==> src/rtl/mips_lsu.sv <==
// Load/store unit: initiator side of the data-memory port.
// Accepts one byte-addressed request at a time. Byte and half stores become a
// read-modify-write of the containing word. Loads are lane-extracted and extended.
module mips_lsu #(
   parameter int unsigned MEM_WORDS = 128,
   parameter int unsigned ADDR_W    = 8
) (
   input  logic              clk,
   input  logic              rst_n,
   input  logic              req_valid,
   output logic              req_ready,
   input  logic              req_we,
   input  logic [1:0]        req_size,
   input  logic              req_signed,
   input  logic [31:0]       req_addr,
   input  logic [31:0]       req_wdata,
   output logic              resp_valid,
   input  logic              resp_ready,
   output logic [31:0]       resp_rdata,
   output logic              resp_err,
   output logic              mem_we,
   output logic [ADDR_W-1:0] mem_addr,
   output logic [31:0]       mem_wd,
   input  logic [31:0]       mem_rd
);

   typedef enum logic [2:0] {StIdle, StIssue, StWait, StWrite, StResp} state_e;

   state_e              state_q, state_d;
   logic                we_q, we_d;
   logic [1:0]          size_q, size_d;
   logic                sgn_q, sgn_d;
   logic [1:0]          off_q, off_d;
   logic [15:0]         wdata_q, wdata_d;
   logic                mem_we_q, mem_we_d;
   logic [ADDR_W-1:0]   mem_addr_q, mem_addr_d;
   logic [31:0]         mem_wd_q, mem_wd_d;
   logic [31:0]         rdata_q, rdata_d;
   logic                err_q, err_d;

   logic                misaligned, out_of_range, req_err, accept;
   logic [31:0]         load_val, merged;

   assign req_ready  = (state_q == StIdle);
   assign resp_valid = (state_q == StResp);
   assign resp_rdata = rdata_q;
   assign resp_err   = err_q;
   assign mem_we     = mem_we_q;
   assign mem_addr   = mem_addr_q;
   assign mem_wd     = mem_wd_q;

   assign accept       = req_valid & req_ready;
   assign misaligned   = ((req_size == 2'b01) & req_addr[0]) |
                         ((req_size == 2'b10) & (req_addr[1:0] != 2'b00));
   assign out_of_range = ({2'b00, req_addr[31:2]} >= MEM_WORDS);
   assign req_err      = misaligned | out_of_range | (req_size == 2'b11);

   // Lane extraction for loads and lane merge for byte/half stores, little-endian.
   always_comb begin
      load_val = mem_rd;
      merged   = mem_rd;
      unique case (size_q)
         2'b00: begin
            unique case (off_q)
               2'd0: begin
                  load_val     = {{24{sgn_q & mem_rd[7]}}, mem_rd[7:0]};
                  merged[7:0]  = wdata_q[7:0];
               end
               2'd1: begin
                  load_val     = {{24{sgn_q & mem_rd[15]}}, mem_rd[15:8]};
                  merged[15:8] = wdata_q[7:0];
               end
               2'd2: begin
                  load_val      = {{24{sgn_q & mem_rd[23]}}, mem_rd[23:16]};
                  merged[23:16] = wdata_q[7:0];
               end
               default: begin
                  load_val      = {{24{sgn_q & mem_rd[31]}}, mem_rd[31:24]};
                  merged[31:24] = wdata_q[7:0];
               end
            endcase
         end
         2'b01: begin
            if (off_q[1]) begin
               load_val      = {{16{sgn_q & mem_rd[31]}}, mem_rd[31:16]};
               merged[31:16] = wdata_q;
            end else begin
               load_val      = {{16{sgn_q & mem_rd[15]}}, mem_rd[15:0]};
               merged[15:0]  = wdata_q;
            end
         end
         default: ;
      endcase
   end

   // Next-state and registered-output logic.
   always_comb begin
      state_d    = state_q;
      we_d       = we_q;
      size_d     = size_q;
      sgn_d      = sgn_q;
      off_d      = off_q;
      wdata_d    = wdata_q;
      mem_we_d   = mem_we_q;
      mem_addr_d = mem_addr_q;
      mem_wd_d   = mem_wd_q;
      rdata_d    = rdata_q;
      err_d      = err_q;
      unique case (state_q)
         StIdle: begin
            if (accept) begin
               we_d    = req_we;
               size_d  = req_size;
               sgn_d   = req_signed;
               off_d   = req_addr[1:0];
               wdata_d = req_wdata[15:0];
               rdata_d = '0;
               if (req_err) begin
                  // Memory port left untouched on error.
                  err_d   = 1'b1;
                  state_d = StResp;
               end else begin
                  err_d      = 1'b0;
                  mem_addr_d = req_addr[ADDR_W+1:2];
                  mem_wd_d   = req_wdata;
                  mem_we_d   = req_we & (req_size == 2'b10);
                  state_d    = StIssue;
               end
            end
         end
         StIssue: begin
            mem_we_d = 1'b0;
            state_d  = (we_q && size_q == 2'b10) ? StResp : StWait;
         end
         StWait: begin
            if (we_q) begin
               mem_wd_d = merged;
               mem_we_d = 1'b1;
               state_d  = StWrite;
            end else begin
               rdata_d = load_val;
               state_d = StResp;
            end
         end
         StWrite: begin
            mem_we_d = 1'b0;
            state_d  = StResp;
         end
         StResp: begin
            if (resp_ready) state_d = StIdle;
         end
         default: state_d = StIdle;
      endcase
   end

   // State and output registers; reset aborts any operation in flight.
   always_ff @(posedge clk or negedge rst_n) begin
      if (!rst_n) begin
         state_q    <= StIdle;
         we_q       <= 1'b0;
         size_q     <= 2'b00;
         sgn_q      <= 1'b0;
         off_q      <= 2'b00;
         wdata_q    <= '0;
         mem_we_q   <= 1'b0;
         mem_addr_q <= '0;
         mem_wd_q   <= '0;
         rdata_q    <= '0;
         err_q      <= 1'b0;
      end else begin
         state_q    <= state_d;
         we_q       <= we_d;
         size_q     <= size_d;
         sgn_q      <= sgn_d;
         off_q      <= off_d;
         wdata_q    <= wdata_d;
         mem_we_q   <= mem_we_d;
         mem_addr_q <= mem_addr_d;
         mem_wd_q   <= mem_wd_d;
         rdata_q    <= rdata_d;
         err_q      <= err_d;
      end
   end

endmodule

==> config.mk <==
export PLATFORM = sky130hd
export DESIGN_NAME = mips_lsu
export DESIGN_NICKNAME = d
export VERILOG_FILES = /design/src/rtl/mips_lsu.sv
export SDC_FILE = /design/constraint.sdc
export NUM_CORES = 1
export LEC_CHECK = 0
export ABC_AREA = 1
export CAP_MARGIN = 10
export CORE_ASPECT_RATIO = 0.5
export CORE_UTILIZATION = 45
export CTS_BUF_LIST = sky130_fd_sc_hd__clkbuf_4 sky130_fd_sc_hd__clkbuf_8
export DETAILED_ROUTE_END_ITERATION = 8
export GPL_TIMING_DRIVEN = 0
export PLACE_DENSITY = 0.89
export SLEW_MARGIN = 10
export SYNTH_ARGS = -nofsm -noshare
export SYNTH_HDL_FRONTEND = slang
export SYNTH_SLANG_ARGS = --single-unit
export TNS_END_PERCENT = 10
==> constraint.sdc <==
create_clock -name clk -period 4.45 [get_ports clk]
set_input_delay 0.6675 -clock clk [delete_from_list [all_inputs] [get_ports clk]]
set_output_delay 0.6675 -clock clk [all_outputs]
set_load 0.02 [all_outputs]
==> results.yml <==
status:
  run_status: "finished, final reports clean"
placed_design:
  place_congestion: 0.992
  pre_cts_slack_ns: 1.92
  port_buffers: 179
  dp_cells: 1166
  hpwl_um: 17300
final_layout:
  stdcell_count: 1182
  layout_commonest_cell: "nand2_1"
  diodes: 0
  drive_gt1_share_pct: 7.08
  multi_input_area_sq_um: 2720
  num-fill-cells: 1083
  area_delta_synth_final_pct: 39.0
  final_nets: 1116
  register_area_sq_um: 2480
  layout_common_cells: "326 x nand2_1, 178 x clkdlybuf4s50_1, 99 x dfrtp_1, 67 x inv_1, 65 x o21ai_0"
clock_tree:
  tritoncts: "built"
  cts.sinks: 99
  clk_latency_ns: 0.39
  cts.repair.resized: 0
  cts_buffer_depth: 2
  htreeDepth: 3
  postCtsHoldBufs: 0
  cts_root_buf: "clkbuf_8"
  numCtsBuffers: 9
  postCtsSetupRepairBufs: 0
  clk_pin_slew_worst_paths_ns: 0.12
grt:
  grt_pass1_wl_um: 33200
  grtUsageTotal_pct: 33.8
  grt_max_degree: 64
  antenna_found_initial: 0
  grt_pass1_vias: 5904
  gr-total-overflow: 0
worst_setup_path:
  path_max_fanout: 3
  arrival_ns: 1.83
  cp-end-kind: "primary output"
  regToRegSetupSlack_ns: 2.39
  cp_cell_sequence: "nor3_1 > clkdlybuf4s50_1"
  cp_slowest_cell: "clkdlybuf4s50_1"
  cp-start-kind: "flop"
  worstReg2RegStart: "state_q[0]"
  path_class: "reg -> out"
  r2r_end: "mem_wd[15]"
  critPathRequiredTime_ns: 3.78
  r2r_cells: 9
  cpPeakStageDelay_ns: 0.67
drt:
  num_vias: 6426
  drt_wl_total_um: 21800
  drtPass1Iterations: 6
  detail-route-antenna-nets: 0
  post_drt_via_cell_ratio: 5.44
  first_iter_violations: 838
  drcViolationCount: 0
  wl_per_cell_um: 18.5
pwr:
  power_frac_seq_pct: 34.8
  p_leak_nw: 3.93
  clkPwrFrac_pct: 18.8
  power.density_nw_per_um2: 408
  comb_power_share_pct: 46.4
  swShare_pct: 46.6
  peakVddDrop_uv: 202
  p_sw_mw: 1.51
  intPower_mw: 1.72
floorplan:
  core_area_sq_um: 12100
  die_area_sq_um: 13100
  rows: 28
  pin_count: 180
  die_y_um: 81.5
  fp.dieW_um: 161
  initial_core_util_pct: 47.1
logic_synthesis:
  synth.cell_area_sq_um: 5690
  syn_nets: 925
  synth_top_flop_cell: "dfrtp_1"
  yosysWarnings: 0
  synth_edf_count: 0
  yosysUniqueCellTypes: 33
  seq_area_frac_synth_pct: 43.5
  avgSynthCellArea_sq_um: 6.94
  yosys_register_bits: 99
  netlist_instances: 821
  synthArstFlopShare_pct: 100
timing:
  worstMarginPinSlew_ns: 0.619
  fin_ws_ns: 1.95
  finalClockSkew_ns: 0.0115
  hold_slack_ns: 0.227
  slew_headroom_pct: 58.7
  period_minus_slack_ns: 2.50
  setup_viol: 0
  drv_slew: 0
  timing.fmax_ghz: 0.400
  final.period_utilization_pct: 56.2
  final-hold-violation-count: 0
  grt_setup_unrepaired: "no"
worst_hold_path:
  hp-class: "in -> async"
flow_run:
  cap_violations: 0
[layer usage]
metal  wire, um  GRT usage, %  vias up
li1           -             -     3012
met1       9890          50.2     3013
met2       9130          49.5      375
met3       2560          8.94       26
met4        244          6.04        0
met5          0             0        -
[critical path: cells and delay by family (launching register included)]
family / cells / cell delay (ns)
buffers and inverters: 1 / 0.67
flip-flops: 1 / 0.45
AND/OR/NAND/NOR: 1 / 0.32
[cell type report]
| type | count | share of cell area [%] |
|---|---|---|
| multi-input cells | 605 | 34.4 |
| flip-flops and latches | 99 | 31.3 |
| repair buffers | 180 | 23.0 |
| inverters | 76 | 3.64 |
| plain buffers | 41 | 2.61 |
| well taps | 165 | 2.61 |
| clock buffers | 9 | 1.57 |
| clock inverters | 7 | 0.901 |
[synth_stat cells (3+ instances only)]
library cell	n	area [sq um]
inv_1	67	251
buf_4	5	37.5
o221ai_1	3	26.3
o21ai_0	65	325
inv_2	8	30.0
o2111ai_1	4	35.0
dfrtp_1	99	2480
o22ai_1	8	50.1
a21oi_1	41	205
nand2_1	326	1220
a21boi_0	6	45.0
nand3_1	52	260
nor2_1	43	161
nand4_1	3	18.8
clkbuf_1	19	71.3
o21ai_1	14	70.1
nor2_2	6	37.5
or2_2	7	43.8
nand2_2	6	37.5
o211ai_1	10	75.1
buf_2	15	75.1
[registers in the layout (all words and copies together), names as in the netlist, 2 cells and up]
register and flops:
size_q 2, state_q 3, mem_addr 8, mem_wd 32, resp_rdata 32, off_q 2, wdata_q 16
[power groups by stage]
| stage | Clock [mW] | Sequential, mW | Combinational, mW |
|---|---|---|---|
| 4_1_cts | 0.607 | 1.12 | 1.45 |
| 2_1_floorplan | 0 | 1.12 | 0.913 |
| 3_3_place_gp | 0 | 1.14 | 1.43 |
| 3_5_place_dp | 0 | 1.13 | 1.44 |
| 5_1_grt | 0.642 | 1.14 | 1.62 |
| 6_report | 0.607 | 1.12 | 1.50 |
[stage by stage]
step | instance area (sq um) | TNS (ns) | power (mW) | util, %
floorplan | 5690 | 0 | 2.03 | -
global placement | 7690 | -90.57 | 2.57 | 63.6
detailed placement | 7720 | 0 | 2.58 | 63.9
CTS | 7910 | 0 | 3.17 | 65.5
global route | 7910 | 0 | 3.40 | 65.5
finish | 7910 | 0 | 3.23 | 65.5
[kinds of logic after synthesis]
| logic type | count (synthesis) | share of synthesized area, % |
|---|---|---|
| AND/OR/NAND/NOR | 449 | 32.2 |
| flip-flops | 99 | 43.5 |
| AO/OA/AOI/OAI | 156 | 15.6 |
| buffers and inverters | 117 | 8.68 |
[how the worst max path moves through the flow]
stage,from,endpoint,slack [ns],cells after the start
finish,state_q[0],resp_valid,1.95,2
global route,state_q[0],req_ready,1.90,4
CTS,state_q[0],resp_valid,1.98,2
detailed placement,req_size[1],mem_wd[21],1.92,10
global placement,rst_n,mem_wd[10],-0.92,1
floorplan,mem_rd[15],resp_rdata[29],2.81,10
(Power assumes the default switching activity.)
